File: src/rtl/instruction_fetch_unit_pkg.sv
// Shared types and constants for the instruction fetch front end.
package instruction_fetch_unit_pkg;

  typedef enum logic [1:0] {
    IDLE  = 2'b00,
    FETCH = 2'b01,
    DRAIN = 2'b10
  } ifu_state_e;

  localparam int unsigned INSTR_BYTES = 4;

  // Branch-type codes, same encoding as the immediate extender's Ctrl input.
  localparam logic [2:0] CTRL_B  = 3'b010;
  localparam logic [2:0] CTRL_CB = 3'b011;

  function automatic logic [63:0] word_offset(input logic [63:0] imm);
    return {imm[61:0], 2'b00};
  endfunction

endpackage

File: src/rtl/instruction_fetch_unit_if.sv
// Memory, decode and branch-resolution signals seen by the fetch unit.
interface instruction_fetch_unit_if;
  logic        ImemReq;
  logic [63:0] ImemAddr;
  logic        ImemAck;
  logic [31:0] ImemData;
  logic [31:0] Instruction;
  logic [25:0] Imm26;
  logic [63:0] InstrPC;
  logic        InstrValid;
  logic        DecodeReady;
  logic        BrValid;
  logic [63:0] BrPC;
  logic [63:0] BusImm;
  logic        Uncondbranch;
  logic        Branch;
  logic        Zero;

  modport master (
    output ImemReq, ImemAddr, Instruction, Imm26, InstrPC, InstrValid,
    input  ImemAck, ImemData, DecodeReady, BrValid, BrPC, BusImm,
           Uncondbranch, Branch, Zero
  );

  modport slave (
    input  ImemReq, ImemAddr, Instruction, Imm26, InstrPC, InstrValid,
    output ImemAck, ImemData, DecodeReady, BrValid, BrPC, BusImm,
           Uncondbranch, Branch, Zero
  );
endinterface

File: src/rtl/instruction_fetch_unit_next_pc_calc.sv
// Branch resolution: decides whether the executing branch redirects fetch and where to.
module next_pc_calc
  import instruction_fetch_unit_pkg::*;
(
  input  logic        BrValid,
  input  logic        Uncondbranch,
  input  logic        Branch,
  input  logic        Zero,
  input  logic [63:0] BrPC,
  input  logic [63:0] BusImm,
  output logic        Taken,
  output logic [63:0] Target
);
  assign Taken  = BrValid & (Uncondbranch | (Branch & Zero));
  // Modulo 2^64: wrap-around is architecturally allowed.
  assign Target = BrPC + word_offset(BusImm);
endmodule

File: src/rtl/instruction_fetch_unit.sv
// PC, fetch request FSM and one-entry instruction buffer feeding decode.
module instruction_fetch_unit
  import instruction_fetch_unit_pkg::*;
#(
  parameter logic [63:0] StartPC = 64'h0
)(
  input  logic                         CLK,
  input  logic                         Reset,
  instruction_fetch_unit_if.master     bus
);

  ifu_state_e  state_q, state_d;
  logic [63:0] pc_q, pc_d;
  logic [63:0] req_addr_q, req_addr_d;
  logic [31:0] instr_q, instr_d;
  logic [63:0] instr_pc_q, instr_pc_d;
  logic        instr_valid_q, instr_valid_d;

  logic        taken;
  logic [63:0] target;
  logic        req;
  logic        ack;
  logic        consume;

  next_pc_calc u_next_pc (
    .BrValid      (bus.BrValid),
    .Uncondbranch (bus.Uncondbranch),
    .Branch       (bus.Branch),
    .Zero         (bus.Zero),
    .BrPC         (bus.BrPC),
    .BusImm       (bus.BusImm),
    .Taken        (taken),
    .Target       (target)
  );

  assign req     = ((state_q == FETCH) || (state_q == DRAIN)) && !Reset;
  assign ack     = bus.ImemAck & req;
  assign consume = instr_valid_q & bus.DecodeReady;

  always_comb begin
    state_d       = state_q;
    pc_d          = pc_q;
    req_addr_d    = req_addr_q;
    instr_d       = instr_q;
    instr_pc_d    = instr_pc_q;
    instr_valid_d = instr_valid_q;

    if (taken) begin
      // Any data acked this cycle belongs to the wrong path and is dropped.
      pc_d          = target;
      instr_valid_d = 1'b0;
      unique case (state_q)
        FETCH:   state_d = ack ? IDLE : DRAIN;
        DRAIN:   state_d = ack ? IDLE : DRAIN;
        default: state_d = IDLE;
      endcase
    end else begin
      if (consume) instr_valid_d = 1'b0;
      unique case (state_q)
        IDLE: begin
          if (!instr_valid_q || consume) begin
            req_addr_d = pc_q;
            state_d    = FETCH;
          end
        end
        FETCH: begin
          if (ack) begin
            instr_d       = bus.ImemData;
            instr_pc_d    = req_addr_q;
            instr_valid_d = 1'b1;
            pc_d          = pc_q + 64'(INSTR_BYTES);
            state_d       = IDLE;
          end
        end
        DRAIN: begin
          if (ack) state_d = IDLE;
        end
        default: state_d = IDLE;
      endcase
    end
  end

  always_ff @(posedge CLK) begin
    if (Reset) begin
      state_q       <= IDLE;
      pc_q          <= StartPC;
      req_addr_q    <= 64'h0;
      instr_q       <= 32'h0;
      instr_pc_q    <= 64'h0;
      instr_valid_q <= 1'b0;
    end else begin
      state_q       <= state_d;
      pc_q          <= pc_d;
      req_addr_q    <= req_addr_d;
      instr_q       <= instr_d;
      instr_pc_q    <= instr_pc_d;
      instr_valid_q <= instr_valid_d;
    end
  end

  assign bus.ImemReq     = req;
  assign bus.ImemAddr    = req ? req_addr_q : 64'h0;
  assign bus.Instruction = instr_q;
  assign bus.Imm26       = instr_q[25:0];
  assign bus.InstrPC     = instr_pc_q;
  assign bus.InstrValid  = instr_valid_q;

endmodule

File: src/flat_wrapper.sv
// flat-port wrapper written by rule: the top's interface ports become plain ports
module instruction_fetch_unit_flat import instruction_fetch_unit_pkg::*;
#(
  parameter logic [63:0] StartPC = 64'h0
)
  (CLK, Reset, bus_ImemReq, bus_ImemAddr, bus_Instruction, bus_Imm26, bus_InstrPC, bus_InstrValid, bus_ImemAck, bus_ImemData, bus_DecodeReady, bus_BrValid, bus_BrPC, bus_BusImm, bus_Uncondbranch, bus_Branch, bus_Zero);
  instruction_fetch_unit_if bus_i ();
  input  logic CLK;
  input  logic Reset;
  output wire logic [$bits(bus_i.ImemReq)-1:0] bus_ImemReq;
  output wire logic [$bits(bus_i.ImemAddr)-1:0] bus_ImemAddr;
  output wire logic [$bits(bus_i.Instruction)-1:0] bus_Instruction;
  output wire logic [$bits(bus_i.Imm26)-1:0] bus_Imm26;
  output wire logic [$bits(bus_i.InstrPC)-1:0] bus_InstrPC;
  output wire logic [$bits(bus_i.InstrValid)-1:0] bus_InstrValid;
  input wire logic [$bits(bus_i.ImemAck)-1:0] bus_ImemAck;
  input wire logic [$bits(bus_i.ImemData)-1:0] bus_ImemData;
  input wire logic [$bits(bus_i.DecodeReady)-1:0] bus_DecodeReady;
  input wire logic [$bits(bus_i.BrValid)-1:0] bus_BrValid;
  input wire logic [$bits(bus_i.BrPC)-1:0] bus_BrPC;
  input wire logic [$bits(bus_i.BusImm)-1:0] bus_BusImm;
  input wire logic [$bits(bus_i.Uncondbranch)-1:0] bus_Uncondbranch;
  input wire logic [$bits(bus_i.Branch)-1:0] bus_Branch;
  input wire logic [$bits(bus_i.Zero)-1:0] bus_Zero;
  assign bus_ImemReq = bus_i.ImemReq;
  assign bus_ImemAddr = bus_i.ImemAddr;
  assign bus_Instruction = bus_i.Instruction;
  assign bus_Imm26 = bus_i.Imm26;
  assign bus_InstrPC = bus_i.InstrPC;
  assign bus_InstrValid = bus_i.InstrValid;
  assign bus_i.ImemAck = bus_ImemAck;
  assign bus_i.ImemData = bus_ImemData;
  assign bus_i.DecodeReady = bus_DecodeReady;
  assign bus_i.BrValid = bus_BrValid;
  assign bus_i.BrPC = bus_BrPC;
  assign bus_i.BusImm = bus_BusImm;
  assign bus_i.Uncondbranch = bus_Uncondbranch;
  assign bus_i.Branch = bus_Branch;
  assign bus_i.Zero = bus_Zero;
  instruction_fetch_unit #(.StartPC(StartPC)) u_core (.CLK(CLK), .Reset(Reset), .bus(bus_i));
endmodule
File: config.mk
export PLATFORM = sky130hd
export DESIGN_NAME = instruction_fetch_unit_flat
export DESIGN_NICKNAME = d
export VERILOG_FILES = /design/src/rtl/instruction_fetch_unit_pkg.sv /design/src/rtl/instruction_fetch_unit_if.sv /design/src/rtl/instruction_fetch_unit_next_pc_calc.sv /design/src/rtl/instruction_fetch_unit.sv /design/src/flat_wrapper.sv
export SDC_FILE = /design/constraint.sdc
export NUM_CORES = 1
export LEC_CHECK = 0
export ABC_AREA = 1
export CAP_MARGIN = 10
export CORE_MARGIN = 10
export CORE_UTILIZATION = 35
export CTS_CLUSTER_SIZE = 10
export DETAILED_ROUTE_END_ITERATION = 8
export GPL_TIMING_DRIVEN = 1
export SETUP_SLACK_MARGIN = 0.3
export SLEW_MARGIN = 20
export SYNTH_ARGS = -nofsm -noshare
export SYNTH_HDL_FRONTEND = slang
export SYNTH_SLANG_ARGS = --single-unit
File: constraint.sdc
create_clock -name CLK -period 3.2 [get_ports CLK]
set_input_delay 0.64 -clock CLK [delete_from_list [all_inputs] [get_ports CLK]]
set_output_delay 0.64 -clock CLK [all_outputs]
set_load 0.01 [all_outputs]
==> qor.csv <==
metric;value;unit
r2r startpoint;u_core.pc_q[2]$_SDFFE_PP0P_;
Multi-input gate area;9360;sq um
core area;45300;sq um
Post-synth EDFFs;0;
main combinational cell family by area after synthesis;simple AND/OR/NAND/NOR gates;
Worst-Margin Slew;0.907;ns
PortBufs;353;
initial antenna violation count;0;
CTS root buf;clkbuf_16;
Tmin final;2.89;ns
hold buffer count at cts;0;
FFs w/ async S/R, synth;0;
post-synthesis sequential area ratio;0.284;
CTS sink count;227;
part of the cycle the worst path needs;0.903;
pre-CTS worst setup slack;0.0858;ns
Post-CTS Setup Inserts;0;
global-route usage over all layers;0.220;
library cells used by synthesis;48;
first-pass GRT wire length;95.6;mm
clock skew;0.0129;ns
status;completed;
CTS Buffer Depth;3;
fin util;0.465;
Adder-Cell Fraction of Synth Area;0.0514;
pin count of the biggest net entering global routing;215;
residual DRC count;0;
via total after detailed routing;17900;
TritonCTS buffer count;26;
CP Launch Type;primary input;
Top-Level Pins;356;
post-synthesis mux area share;0;
Die Y-Extent;234;um
cell count after synthesis;2654;
vias in the first global route;17200;
RSZ-0062 raised after global routing;true;
initial DRC count;1329;
Crit path largest cell delay;0.57;ns
syn_nets;2887;
fin. max-slew vios;0;
Hold Fails Final Rpt;0;
routed len/inst;17.7;um
die area;54600;sq um
clock-pin slew of the registers on the worst-case setup and hold paths;0.05;ns
Worst Path Required;2.56;ns
DP Wirelength;51.2;mm
Synth-to-Final Area Change;31.8;%
FF-to-FF setup slack;0.61;ns
final WL;63.6;mm
vias per cell;4.99;
critical path's most frequent cell;clkdlybuf4s50_1;
Max Fclk;346;MHz
synthesized cell area;16000;sq um
PnR worst setup slack;0.310;ns
crit path kind;primary input to output port;
Nets;3223;
Synth Area in XOR/XNOR;0.0197;
power per standard cell area;374;nW/um^2
HP Class;flip-flop to flip-flop;
std cell rows;78;
Synth Register Bits;227;
Final Setup Violations;0;
yosys warns;0;
CP Launch Point;Reset;
Synth Area in Compound Gates;0.189;
Synth Area in Simple Gates;0.324;
later-pin clock latency in the skew report;0.53;ns
H-tree depth;1;
share of layout cells above drive strength 1;0.0511;
Lkg Pwr;0.00962;uW
Max-cap violations;0;
routability cong.;1.01;
final antenna-violating net count;0;
Synth Flop Type;dfxtp_1;
Slowest-stage cell, CP;clkdlybuf4s50_1;
maximum fanout along the worst path;33;
crit path capture type;output port;
cells along the critical path;clkdlybuf4s50_1 -> inv_4 -> nand2_4 -> buf_12 -> nor2_1 -> clkdlybuf4s50_1;
grt total ovfl;0;
die width;234;um
final setup TNS;0;ns
hold path start;u_core.req_addr_q[14]$_SDFFE_PP0P_;
ant diodes;0;
starting density of the core;0.353;
Worst EP arrival;2.25;ns
Avg Cell Area, Syn;6.02;sq um
slew margin rel.;0.396;
CTS tree;built;
area occupied by registers;4550;sq um
DR pass1 iterations;6;
Layout fillers;4834;
Max IR drop VDD;0.376;mV
-- per-layer routing --
layer | up-vias | wire length [um] | global-route usage
met3 | 102 | 3920 | 0.0234
met2 | 600 | 29800 | 0.368
met1 | 8111 | 28100 | 0.291
met5 | - | 0 | 0
li1 | 9128 | - | -
met4 | 0 | 1730 | 0.0677
-- stage by stage --
| stage | cells | total power (uW) | area, sq um | hold slack (ns) |
|---|---|---|---|---|
| CTS | 3590 | 7930 | 21000 | 0.473 |
| global placement | 3560 | 5300 | 20300 | 0.447 |
| detailed placement | 3560 | 5320 | 20300 | 0.465 |
| global route | 3592 | 8330 | 21100 | 0.494 |
| finish | 3592 | 7880 | 21100 | 0.469 |
| floorplan | 2654 | 4410 | 16000 | 0.439 |
-- cell usage after synthesis (2+ instances only) --
master    count  share of area
nor2_1      309          0.073
nand4_1      26          0.010
dfxtp_1     227           0.28
and3_1        2        0.00078
a31oi_1      10         0.0039
nand2_1     641           0.15
a221oi_1      4         0.0022
a21oi_1     261          0.082
nor3_4        4         0.0041
nor2_2        6         0.0023
or2_2         2        0.00078
buf_1         3        0.00070
inv_1       403          0.095
clkbuf_1     66          0.016
nand2_2       6         0.0023
inv_2         8         0.0019
nor2_4        9         0.0063
o21ai_0     277          0.087
and2_1        2        0.00078
nor3_1       39          0.012
nand3_4       2         0.0022
nor4_1        7         0.0027
nand3_1     130          0.041
o21ai_1      12         0.0038
nor3_2        8         0.0050
or2_0         4         0.0016
xnor2_1       7         0.0038
nand3b_1     11         0.0052
ha_1         64          0.050
buf_2        20         0.0063
o21bai_1     14         0.0066
buf_4        26          0.012
xor2_1       29          0.016
-- flip-flops by register name, summed over array words and instances (netlist names) --
| register | cells |
|---|---|
| u_core.bus.InstrPC | 64 |
| u_core.pc_q | 64 |
| u_core.req_addr_q | 64 |
| u_core.bus.Instruction | 32 |
| u_core.state_q | 2 |
| u_core.bus.InstrValid | 1 |
-- kinds of logic after synthesis --
family          Yosys count
fa+ha+maj                65
flops                   227
buf+inv                 528
xor+xnor                 36
simple gates           1212
compound gates          586
-- where the power goes --
| part | internal, uW | switching (uW) | total, uW |
|---|---|---|---|
| Clock | 1480 | 1090 | 2570 |
| Sequential | 3020 | 153 | 3170 |
| Combinational | 830 | 1310 | 2140 |
| Total | 5330 | 2550 | 7880 |
-- repair_timing --
item | CTS | global route
setup endpoints to repair | 63 | 62
resized for setup | 6 | 17
pin swaps | 0 | 0
gates cloned | 0 | 2
-- critical path: cells and delay by family --
family,cells,cell delay [ns]
AND/OR/NAND/NOR,2,0.21
buffers and inverters,4,1.37
-- layout make-up --
class,instances,share of cell area
multi-input cells,1899,0.444
clock buffers,30,0.0326
flip-flops and latches,227,0.216
well taps,600,0.0357
repair buffers,423,0.197
inverters,413,0.0740
-- layout by cell type (no fill, tap or decap), types with 3 or more instances in the layout --
cell type and instances:
nor3_1 39, clkbuf_16 28, nand3b_1 11, dfxtp_1 226, nand2_1 639, buf_4 64, inv_2 7, nor4_1 7
clkbuf_1 3, nor3_2 8, xnor2_1 7, nor2_4 10, o21ai_1 12, nand4_1 26, dlygate4sd2_1 6, a221oi_1 4
buf_12 4, dlymetal6s2s_1 12, nor3_4 4, nor2_2 5, a31oi_1 10, inv_1 402, nor2_1 309, nand2_2 7
nand3_1 130, or2_0 4, o21bai_1 14, xor2_1 29, o21ai_0 277, clkdlybuf4s50_1 335, ha_1 63, a21oi_1 261
-- worst paths after layout --
kind / to / cells after the start
min reg2reg: u_core.bus.InstrPC[14]$_SDFFE_PP0P_ / 2
min: u_core.bus.InstrPC[14]$_SDFFE_PP0P_ / 2
max reg2reg: u_core.pc_q[48]$_SDFFE_PP0P_ / 10
max: bus_ImemAddr[57] / 6
Note: power is estimated with default switching activity, not from simulation.
